===== config.mk =====
export PLATFORM = sky130hd
export DESIGN_NAME = fifo_wr_arbiter
export DESIGN_NICKNAME = d
export VERILOG_FILES = /design/src/rtl/fifo_arb_pkg.sv /design/src/rtl/fifo_wr_arbiter_rr_pick.sv /design/src/rtl/fifo_wr_arbiter.sv
export SDC_FILE = /design/constraint.sdc
export NUM_CORES = 1
export LEC_CHECK = 0
export ABC_AREA = 1
export CORE_MARGIN = 5
export CORE_UTILIZATION = 40
export CTS_BUF_LIST = sky130_fd_sc_hd__clkbuf_4
export DETAILED_ROUTE_END_ITERATION = 8
export GPL_ROUTABILITY_DRIVEN = 0
export PLACE_DENSITY = 0.82
export RECOVER_POWER = 25
export SLEW_MARGIN = 20
export SYNTH_ARGS = -nofsm -noshare
export SYNTH_HDL_FRONTEND = slang
export SYNTH_SLANG_ARGS = --single-unit

===== constraint.sdc =====
create_clock -name clk -period 1.6 [get_ports clk]
set_input_delay 0.24 -clock clk [delete_from_list [all_inputs] [get_ports clk]]
set_output_delay 0.24 -clock clk [all_outputs]
set_load 0.005 [all_outputs]

===== src/rtl/fifo_arb_pkg.sv =====
// Shared definitions for the FIFO write arbiter.
//   N_REQ / DW / BURST : default producer count, word width and burst length
//   arb_state_e        : arbiter FSM encoding (IDLE = 0, GRANT = 1)
package fifo_arb_pkg;

  localparam int N_REQ = 4;
  localparam int DW    = 8;
  localparam int BURST = 4;

  typedef enum logic {
    IDLE  = 1'b0,
    GRANT = 1'b1
  } arb_state_e;

endpackage


===== src/rtl/fifo_wr_arbiter_rr_pick.sv =====
// Round-robin priority picker for four requesters (purely combinational).
//   req  [3:0] : request vector
//   last [1:0] : index of the most recent owner; search starts at last+1
//   pick [1:0] : first requesting index found in round-robin order (0 if none)
//   any        : at least one request bit is set
module rr_pick (
  input  logic [3:0] req,
  input  logic [1:0] last,
  output logic [1:0] pick,
  output logic       any
);

  logic [1:0] idx;
  logic       found;

  // Offsets 1..4 walk last+1 around to last itself; 2-bit wrap does the mod 4.
  always_comb begin
    pick  = 2'd0;
    found = 1'b0;
    idx   = 2'd0;
    for (int i = 1; i <= 4; i++) begin
      idx = last + 2'(i);
      if (!found && req[idx]) begin
        pick  = idx;
        found = 1'b1;
      end
    end
  end

  assign any = |req;

endmodule


===== src/rtl/fifo_wr_arbiter.sv =====
// Arbitrates four producers onto one FIFO write port, granting bursts of up
// to BURST beats in round-robin order with one idle cycle between grants.
//   clk, rst_n   : clock, asynchronous active-low reset
//   req_valid    : per-producer word available
//   req_data     : producer i word at [i*DW +: DW]
//   req_ready    : per-producer beat accepted (owner only, during a beat)
//   fifo_full    : downstream FIFO full; stalls grants and beats
//   fifo_wr_en   : FIFO write strobe
//   fifo_data    : FIFO write data (zero when not writing)
//   grant_id     : current owner, 0 when idle
//   busy         : high while a grant is active
//
// state | meaning
// ------+-------------------------------------------------------------
// IDLE  | no owner; pick next requester round-robin when FIFO not full
// GRANT | owner holds the port; beats while valid and FIFO not full
module fifo_wr_arbiter #(
  parameter int N_REQ = fifo_arb_pkg::N_REQ,
  parameter int DW    = fifo_arb_pkg::DW,
  parameter int BURST = fifo_arb_pkg::BURST
) (
  input  logic                clk,
  input  logic                rst_n,
  input  logic [N_REQ-1:0]    req_valid,
  input  logic [N_REQ*DW-1:0] req_data,
  output logic [N_REQ-1:0]    req_ready,
  input  logic                fifo_full,
  output logic                fifo_wr_en,
  output logic [DW-1:0]       fifo_data,
  output logic [1:0]          grant_id,
  output logic                busy
);

  import fifo_arb_pkg::*;

  arb_state_e state_q, state_d;
  logic [1:0] owner_q, owner_d;
  logic [1:0] last_owner_q, last_owner_d;
  logic [2:0] beat_cnt_q, beat_cnt_d;

  logic [1:0] pick;
  logic       any_req;
  logic       owner_valid;
  logic       beat;

  rr_pick u_rr_pick (
    .req  (req_valid),
    .last (last_owner_q),
    .pick (pick),
    .any  (any_req)
  );

  assign owner_valid = req_valid[owner_q];
  assign beat        = (state_q == GRANT) && owner_valid && !fifo_full;

  always_ff @(posedge clk or negedge rst_n) begin
    if (!rst_n) begin
      state_q      <= IDLE;
      owner_q      <= 2'd0;
      last_owner_q <= 2'd3;
      beat_cnt_q   <= 3'd0;
    end else begin
      state_q      <= state_d;
      owner_q      <= owner_d;
      last_owner_q <= last_owner_d;
      beat_cnt_q   <= beat_cnt_d;
    end
  end

  always_comb begin
    state_d      = state_q;
    owner_d      = owner_q;
    last_owner_d = last_owner_q;
    beat_cnt_d   = beat_cnt_q;
    case (state_q)
      IDLE: begin
        if (any_req && !fifo_full) begin
          state_d    = GRANT;
          owner_d    = pick;
          beat_cnt_d = 3'd0;
        end
      end
      GRANT: begin
        // A full FIFO freezes everything, including release.
        if (!fifo_full) begin
          if (!owner_valid || (beat_cnt_q == 3'(BURST - 1))) begin
            state_d      = IDLE;
            last_owner_d = owner_q;
            beat_cnt_d   = 3'd0;
          end else begin
            beat_cnt_d = beat_cnt_q + 3'd1;
          end
        end
      end
      default: begin
        state_d = IDLE;
      end
    endcase
  end

  // Outputs are gated by the registered state, so reset clears them at once.
  always_comb begin
    req_ready  = '0;
    fifo_wr_en = beat;
    fifo_data  = '0;
    if (beat) begin
      req_ready[owner_q] = 1'b1;
      fifo_data          = req_data[owner_q*DW +: DW];
    end
  end

  assign busy     = (state_q == GRANT);
  assign grant_id = busy ? owner_q : 2'd0;

endmodule


# ---- After elaboration in Yosys (flattened, before gate mapping)
# Cells that the tools add are included.
# Widths: inputs -> output; s select.
dict set report word_totals {
  regBits 8
  input_bits 39
  output_inout_bits 16
  wordCells 67
}
dict set report classes {
  n_addsub 4
  order_cmp 6
  eq_ne 3
  shift 1
  n_mux 30
  bitwise 2
  n_reduce_logical 17
}
# cell n
set op_table {}
lappend op_table {{$shiftx 32x6->8} 1}
lappend op_table {{$lt 2x3->1 const B} 5}
lappend op_table {{$mux 1} 12}
lappend op_table {{$bmux 1 s2} 5}
lappend op_table {{$mux 2} 5}
lappend op_table {{$mux 3} 3}
lappend op_table {{$mux 8} 1}
lappend op_table {{$logic_and 1x1->1} 7}
lappend op_table {{$pmux 3 s2} 1}
lappend op_table {{$logic_not 1->1} 5}
lappend op_table {{$add 2x2->2 const B} 2}
lappend op_table {{$mux 4} 1}
lappend op_table {{$ne 2x2->1 const B} 2}
lappend op_table {{$reduce_and 2->1} 2}
lappend op_table {{$reduce_or 4->1} 1}
lappend op_table {{$add 3x1->3 const B} 1}
lappend op_table {{$eq 3x2->1 const B} 1}
lappend op_table {{$reduce_and 3->1} 1}
lappend op_table {{$add 2x1->2 const B} 1}
lappend op_table {{$demux 1 s2} 1}
lappend op_table {{$ge 2x1->1 const B} 1}
lappend op_table {{$not 1->1} 2}
lappend op_table {{$pmux 1 s2} 1}
lappend op_table {{$logic_or 1x1->1} 1}

# ---- Longest topological paths before layout
# Gate-level depths: netlist of run 1.
dict set report depth {
  word_depth 13
  ltp_mapped 12
  ltp_nobuf 11
}

# ---- Cells and area by module
# Synthesis of run 1 repeated with hierarchy kept, for this count alone.
dict set report unflattened {
  cells_unflattened 176
  area_unflattened_um2 1143.6
}
# module n_inst cells_per_inst area_per_inst_um2 seq_area_each_um2
set by_module_without_submodules {}
lappend by_module_without_submodules {fifo_wr_arbiter 1 126 842.1 202.7}
lappend by_module_without_submodules {rr_pick 1 50 301.5 0.0}

# ---- Worst setup path before layout of run 1
# Ideal clock, no wire load.
dict set report synth_timing {
  kind {reg2out}
  start {register owner_q[0]}
  end {output port fifo_data[0]}
  arrival_time_ps 1221
  required_time_ps 1360
  setup_slack_ps 139
  stages_incl_launch_ff 10
  n_path_buf 2
  path_cell_list {dfrtp_1 buf_6 inv_2 nand2_1 inv_2 nand2_1 nand4_2 nand2_4 buf_12 a31oi_4}
}
dict set report synth_via {
  elab_chain_cells 5
  elab_cells_between_ends 6
  cone_classes {shift (1); mux (3); reduce/logical (2)}
}
# item line_no
set synth_lines {}
lappend synth_lines {{start: declaration} fifo_wr_arbiter.sv:37} ;# logic [1:0] owner_q, owner_d;
lappend synth_lines {{start signal: assignment} fifo_wr_arbiter.sv:64} ;# owner_q <= owner_d;
lappend synth_lines {{parallel branches: the longest is 4 deep, another holds $shiftx 32x6->8} --}
lappend synth_lines {{$mux 8 (*)} fifo_wr_arbiter.sv:106} ;# if (beat) begin
lappend synth_lines {{end: declaration} fifo_wr_arbiter.sv:29} ;# output logic [DW-1:0] fifo_data,
# Every way passes the cells marked *. The select of a mux whose other input is x is not followed.

# ---- Final worst setup path of run 1
dict set report layout_timing {
  start {register owner_q[1]}
  end {output port fifo_data[4]}
}
# The elaborated chain is that of the path after synthesis.

==> qor.txt, run 1 <==
status - complete, but fails checks
violated checks - negative setup slack
Yosys top cell area share - 0.219
placed cell area - 0.00174 mm2
post-route setup slack - -0.298 ns
main area contributors after synthesis - nand2_1 (22%), dfrtp_1 (15%), a31oi_4 (15%)
Max-Cap Viols - 0
fin util - 0.833
final setup vio count - 14
DRC - 0
total track usage - 0.222
fill count - 147
DR iter-0 viols - 136
setup TNS - -3.21 ns
Worst Max-Slew Pin Slew - 0.376 ns
Vias/cell - 5.24
CTS root buf - clkbuf_4
fmax - 0.527 GHz
worst-path fanout max - 7
Reg clk slew, reported paths - 0.06 ns
Worst-Skew Late Latency - 0.26 ns
number of synthesized register bits - 8
largest net degree at the start of global routing - 9
Layout area overhead - 102%
Syn Std Cell Area - 0.00101 mm2
I/O Pins - 55
Final ANT Viol Nets - 0
Post-Place Worst Slack - -0.486 ns
ANT cells - 0
Max H-tree Level - 1
RSZ-0062 raised after global routing - true
PortBufs - 54
Post-Route WL - 4.41 mm
Clock Skews - 0.00394 ns
Die Area - 0.00364 mm2
Max Buffers Root-to-Sink - 2
Pre-antenna DRT Iters - 5
post-synth net total - 186
Critical Setup Path Class - flip-flop to output pin
largest area contributor in the netlist - nand2_1
Starting Density - 0.412
initial antenna violation count - 0
Tot Pwr - 3.26 mW
Final Cycle Share - 1.19
CTS tree - yes
WP data arrival - 1.66 ns
Slew headroom - 0.747
cell row count - 18
Syn. warnings - 0
cts hold-fix bufs - 0
CTS Buf Count - 3
P_leak - 0.952 nW
NumNets Final - 289
minimum clock period after layout - 1.90 ns
Peak VDD IR - 0.00138 V
routed vias - 1452
Fin. Hold Viols - 0
WL/cell - 15.9 um
Critical Path RT - 1.36 ns
number of global-route vias before repair - 1427
Avg Cell Area, Syn - 6.98 um2
fin. max-slew vios - 0
Yosys cell types - 27
hold_ws - 0.327 ns
Critical Path Sink Type - output pin
clk sinks - 8
Worst setup SP type - flip-flop
first-pass GRT wire length - 6.09 mm
cell count after placement - 251
fin area - 0.00204 mm2
Die Span Y - 60.3 um
Seq/Total Area, Yosys - 0.200
Die Width - 60.3 um
Core ar. - 0.00245 mm2
dpl hpwl - 2.98 mm
Overflow after GRT - 0
Worst Hold Class - input pin to async pin
Post-Layout Cell Count - 277
share of cells above drive strength 1 - 0.466
power per cell area - 1590 mW/mm2
Mapped Cells - 145
-- path summary, 6_finish.rpt --
path                          startpoint               to  slack, ns  cells past startpoint
setup reg to reg              owner_q[1]    beat_cnt_q[0]       0.03                     11
max in group asynchronous          rst_n  last_owner_q[1]       0.96                      1
hold / removal                     rst_n    beat_cnt_q[1]       0.33                      1
hold reg to reg            beat_cnt_q[2]    beat_cnt_q[2]       0.58                      2
min in group clk           beat_cnt_q[2]    beat_cnt_q[2]       0.58                      2
setup / recovery              owner_q[1]     fifo_data[4]      -0.30                      9
-- area by class of cell --
cell class | instances | area, um2 | area share
Clock buffer | 4 | 30.0 | 0.0147
Inverter | 18 | 70.1 | 0.0343
Multi-Input combinational cell | 117 | 855 | 0.418
Sequential cell | 8 | 204 | 0.0998
Tap cell | 30 | 37.5 | 0.0184
Timing Repair Buffer | 100 | 848 | 0.415
-- synthesized netlist by cell type, drive strengths merged --
| master | n |
|---|---|
| nand3b | 2 |
| nand2 | 67 |
| nor2 | 9 |
| dfrtp | 6 |
| nor3 | 1 |
| o22ai | 1 |
| a31o | 1 |
| o21a | 1 |
| o21ai | 5 |
| dfstp | 2 |
| nand4 | 3 |
| inv | 18 |
| a31oi | 8 |
| buf | 3 |
| nand3 | 7 |
| a22oi | 9 |
| ha | 2 |
-- metal layers --
metal,wire [um],vias up,global-route usage
met3,166,10,0.0454
met5,0,-,0
li1,-,688,-
met1,1620,709,0.243
met4,72,0,0.0570
met2,2550,45,0.426
-- kinds of logic after synthesis --
| logic type | Yosys count | share of synthesized area |
|---|---|---|
| AO/OA/AOI/OAI | 25 | 0.267 |
| adder cells (fa/ha/maj) | 2 | 0.0247 |
| buffers and inverters | 21 | 0.108 |
| flip-flops | 8 | 0.200 |
| AND/OR/NAND/NOR | 89 | 0.400 |
-- where the power goes --
part / internal [mW] / leakage (nW) / switching (mW)
Combinational: 1.28 / 0.837 / 1.40
Sequential: 0.298 / 0.0965 / 0.0968
Clock: 0.113 / 0.0184 / 0.0774
Total: 1.69 / 0.952 / 1.57
-- cells in the final DEF (no fill, tap or decap), types with 7 or more instances in the layout --
master	instances
a22oi_1	7
a31oi_4	8
buf_2	12
buf_4	39
buf_6	7
clkdlybuf4s50_1	38
inv_1	11
nand2_1	45
nand2_2	14
nand2_4	8
-- sequential cells by signal, summed over array words and instances (netlist names) --
register	flops
owner_q	2
beat_cnt_q	3
last_owner_q	2
busy	1
-- what timing repair did --
item	4_1_cts	5_1_grt
hold endpoints to repair	0	0
setup endpoints to repair	16	20
pin swaps	5	7
gates resized for setup	59	35
setup buffers	13	8
cloned	1	0
-- critical path: stages (launching register included) --
cell and delay [ns]:
dfrtp_1 0.41, inv_2 0.13, nand2_2 0.08, inv_2 0.08, nand2_2 0.06, nand4_4 0.11, buf_6 0.13, nand2_8 0.09
a31oi_4 0.15, buf_2 0.14
Note: power is estimated with default switching activity, not from simulation.
==> run 2: changes to the inputs <==
Settings changed: MAX_ROUTING_LAYER from default to met4.
==> qor.txt, run 2 (synthesis gave the netlist of run 1 again) <==
status - complete, but fails checks
violated checks - negative setup slack
share of cells above drive strength 1 - 0.466
ANT cells - 0
Post-Place Worst Slack - -0.486 ns
I/O Pins - 55
Layout area overhead - 102%
Slew headroom - 0.747
Worst Hold Class - input pin to async pin
Vias/cell - 5.24
Peak VDD IR - 0.00138 V
RSZ-0062 raised after global routing - true
most frequent cells in the layout - nand2_1 (45), buf_4 (39), clkdlybuf4s50_1 (38)
CP Cell Sequence - inv_2 -> nand2_2 -> inv_2 -> nand2_2 -> nand4_4 -> buf_6 -> nand2_8 -> a31oi_4 -> buf_2
Max-Cap Viols - 0
most common cell after layout, fill and taps aside - nand2_1
Clock Skews - 0.00393 ns
Final ANT Viol Nets - 0
Core ar. - 0.00245 mm2
Reg clk slew, reported paths - 0.06 ns
Critical Path Sink Type - output pin
NumNets Final - 289
max FFs per register - 3
CTS Buf Count - 3
Die Span Y - 60.3 um
Die Width - 60.3 um
fmax - 0.527 GHz
number of global-route vias before repair - 1428
CTS root buf - clkbuf_4
P_leak - 0.952 nW
first-pass GRT wire length - 6.09 mm
fill count - 147
final setup vio count - 14
fin area - 0.00204 mm2
total track usage - 0.229
fin util - 0.833
Post-Route WL - 4.41 mm
clk sinks - 8
area occupied by multi-input gates - 855 um2
Max H-tree Level - 1
routed vias - 1452
WL/cell - 15.9 um
GR Util met1 - 0.246
Worst-Skew Late Latency - 0.26 ns
Critical Path RT - 1.36 ns
grt peak-use layer - met2
Post-Layout Cell Count - 277
power per cell area - 1590 mW/mm2
M2 GR Usage - 0.426
Worst setup SP type - flip-flop
met3 Use GR - 0.0410
CTS tree - yes
Max Buffers Root-to-Sink - 2
WP data arrival - 1.66 ns
Critical Setup Path Class - flip-flop to output pin
Die Area - 0.00364 mm2
Pre-antenna DRT Iters - 5
Overflow after GRT - 0
initial antenna violation count - 0
Top reg by flops - beat_cnt_q
Final Cycle Share - 1.19
minimum clock period after layout - 1.90 ns
cell row count - 18
Worst Max-Slew Pin Slew - 0.376 ns
Fin. Hold Viols - 0
register area - 204 um2
fin. max-slew vios - 0
post-route setup slack - -0.298 ns
Slowest Stage Delay on Critical Path - 0.41 ns
largest registers - beat_cnt_q: 3 flops, last_owner_q: 2 flops, owner_q: 2 flops
largest net degree at the start of global routing - 9
PortBufs - 54
placed cell area - 0.00174 mm2
DRC - 0
DR iter-0 viols - 136
worst-path fanout max - 7
Worst path slowest cell - dfrtp_1
Starting Density - 0.412
cell count after placement - 251
dpl hpwl - 2.98 mm
==> run 2: timing repair <==
item,4_1_cts,5_1_grt
setup buffers,13,8
hold buffers,0,0
pin swaps,5,7
gates resized for setup,59,35
gates cloned,1,0
endpoints found under the setup margin,16,20
==> run 2: path summary, 6_finish.rpt <==
path	slack [ns]	depth (start not counted)	startpoint	end
worst max-delay path	-0.30	9	owner_q[1]	fifo_data[4]
worst min-delay path	0.33	1	rst_n	beat_cnt_q[1]
worst max register to register	0.03	11	owner_q[1]	beat_cnt_q[0]
worst min register to register	0.58	2	beat_cnt_q[2]	beat_cnt_q[2]
max in group asynchronous	0.96	1	rst_n	last_owner_q[1]
min in group clk	0.58	2	beat_cnt_q[2]	beat_cnt_q[2]
==> run 2: report_power, final <==
group / internal (mW) / leakage, nW / switching [mW]
sequential: 0.298 / 0.0965 / 0.0968
clock: 0.113 / 0.0184 / 0.0774
combinational: 1.28 / 0.837 / 1.40
==> run 2: cell type report <==
cell class / instances / share of cell area
Inverter: 18 / 0.0343
Sequential cell: 8 / 0.0998
Clock buffer: 4 / 0.0147
Timing Repair Buffer: 100 / 0.415
Tap cell: 30 / 0.0184
Multi-Input combinational cell: 117 / 0.418
==> run 2: metal layers <==
metal,routed length [um],share of wire
met1,1630,0.37
met2,2550,0.58
met3,153,0.035
met4,72,0.016
met5,0,0
==> run 2: per-stage QoR <==
stage	setup TNS (ns)	total power, mW	hold WS (ns)
floorplan	0	1.53	-0.0556
global placement	-5.42	2.24	0.500
detailed placement	-6.11	2.33	0.528
CTS	-2.76	2.81	0.260
global route	-4.81	3.48	0.341
finish	-3.21	3.26	0.327
==> run 2: worst max-delay path, delay by kind of cell (launching register included) <==
kind                   cells  cell delay (ns)
DFF                        1             0.41
buffers and inverters      4             0.48
AOI/OAI and AO/OA          1             0.15
and+or+nand+nor            4             0.34
==> run 3: changes to the inputs <==
Settings changed: SKIP_LAST_GASP from default to 1.
==> qor.txt, run 3 (synthesis gave the netlist of run 1 again) <==
DRC - 0
I/O Pins - 55
Worst-Skew Late Latency - 0.26 ns
Vias/cell - 5.20
Final Cycle Share - 1.18
Pre-antenna DRT Iters - 4
violated checks - negative setup slack
Layout area overhead - 103%
DR iter-0 viols - 126
routed vias - 1440
Peak VDD IR - 0.00138 V
Clock Skews - 0.00603 ns
Critical Path Sink Type - output pin
Post-Route WL - 4.31 mm
Worst setup SP type - flip-flop
most frequent cells in the layout - nand2_1 (45), buf_4 (40), clkdlybuf4s50_1 (38)
Worst Hold Class - input pin to async pin
CTS Buf Count - 3
Max H-tree Level - 1
final setup vio count - 14
Reg clk slew, reported paths - 0.06 ns
PortBufs - 54
Final ANT Viol Nets - 0
WP data arrival - 1.65 ns
Max Buffers Root-to-Sink - 2
Die Area - 0.00364 mm2
Starting Density - 0.412
status - complete, but fails checks
post-route setup slack - -0.288 ns
initial antenna violation count - 0
setup TNS - -3.29 ns
largest net degree at the start of global routing - 9
WL/cell - 15.6 um
minimum clock period after layout - 1.89 ns
CTS tree - yes
cts hold-fix bufs - 0
Critical Path RT - 1.36 ns
Top reg by flops - beat_cnt_q
P_leak - 0.971 nW
Slew headroom - 0.746
max FFs per register - 3
cell count after placement - 251
cell row count - 18
Die Width - 60.3 um
Core ar. - 0.00245 mm2
most common cell after layout, fill and taps aside - nand2_1
power per cell area - 1580 mW/mm2
total track usage - 0.228
Overflow after GRT - 0
Worst Max-Slew Pin Slew - 0.377 ns
Critical Setup Path Class - flip-flop to output pin
hold_ws - 0.322 ns
worst-path fanout max - 7
ANT cells - 0
Fin. Hold Viols - 0
clk sinks - 8
RSZ-0062 raised after global routing - true
share of cells above drive strength 1 - 0.445
fmax - 0.530 GHz
largest registers - beat_cnt_q: 3 flops, last_owner_q: 2 flops, owner_q: 2 flops
Tot Pwr - 3.25 mW
Max-Cap Viols - 0
dpl hpwl - 2.98 mm
NumNets Final - 289
CTS root buf - clkbuf_4
Die Span Y - 60.3 um
Post-Layout Cell Count - 277
number of global-route vias before repair - 1427
fin. max-slew vios - 0
first-pass GRT wire length - 6.08 mm
## run 3: final cells by class
class / count / area [um2]
inverter: 18 / 70.1
timing repair buffer: 100 / 860
clock buffer: 4 / 30.0
sequential: 8 / 204
fill: 142 / 404
tap: 30 / 37.5
multi-input combinational: 117 / 850
## run 3: metrics by stage
stage	cell area (um2)	worst slack (ns)	util
floorplan	1010	0.139	-
global placement	1740	-0.435	0.708
detailed placement	1740	-0.486	0.708
CTS	1880	-0.264	0.767
global route	2050	-0.369	0.835
finish	2050	-0.288	0.835
## run 3: path summary, 6_finish.rpt
path,startpoint,end,slack [ns],cells after the start
setup / recovery,owner_q[1],fifo_data[4],-0.29,9
hold / removal,rst_n,beat_cnt_q[1],0.32,1
setup reg to reg,last_owner_q[0],owner_q[0],0.04,11
hold reg to reg,beat_cnt_q[2],beat_cnt_q[2],0.58,2
max in group asynchronous,rst_n,last_owner_q[0],0.97,1
min in group clk,beat_cnt_q[2],beat_cnt_q[2],0.58,2
## run 3: repair_timing
action / CTS / global route
setup endpoints to repair: 16 / 21
gates cloned: 1 / 0
setup buffers: 13 / 8
gates resized for setup: 54 / 28
pin swaps: 5 / 8
## run 3: metal layers
layer / wire length, um / track usage / share of wire
met1: 1570 / 0.245 / 0.36
met4: 76 / 0.0570 / 0.018
met3: 189 / 0.0410 / 0.044
met2: 2480 / 0.426 / 0.57
met5: 0 / - / 0
## run 3: worst max-delay path: stages (launching register included)
cell and delay, ns:
dfrtp_1 0.41, inv_2 0.13, nand2_2 0.08, inv_2 0.08, nand2_2 0.06, nand4_4 0.11, buf_6 0.14, nand2_8 0.09
a31oi_4 0.15, buf_2 0.14
## run 3: report_power, final
part	switching, mW	internal (mW)	total, mW	leakage [nW]
sequential	0.0961	0.298	0.395	0.0965
clock	0.0755	0.113	0.188	0.0184
combinational	1.39	1.28	2.67	0.856
total	1.56	1.69	3.25	0.971
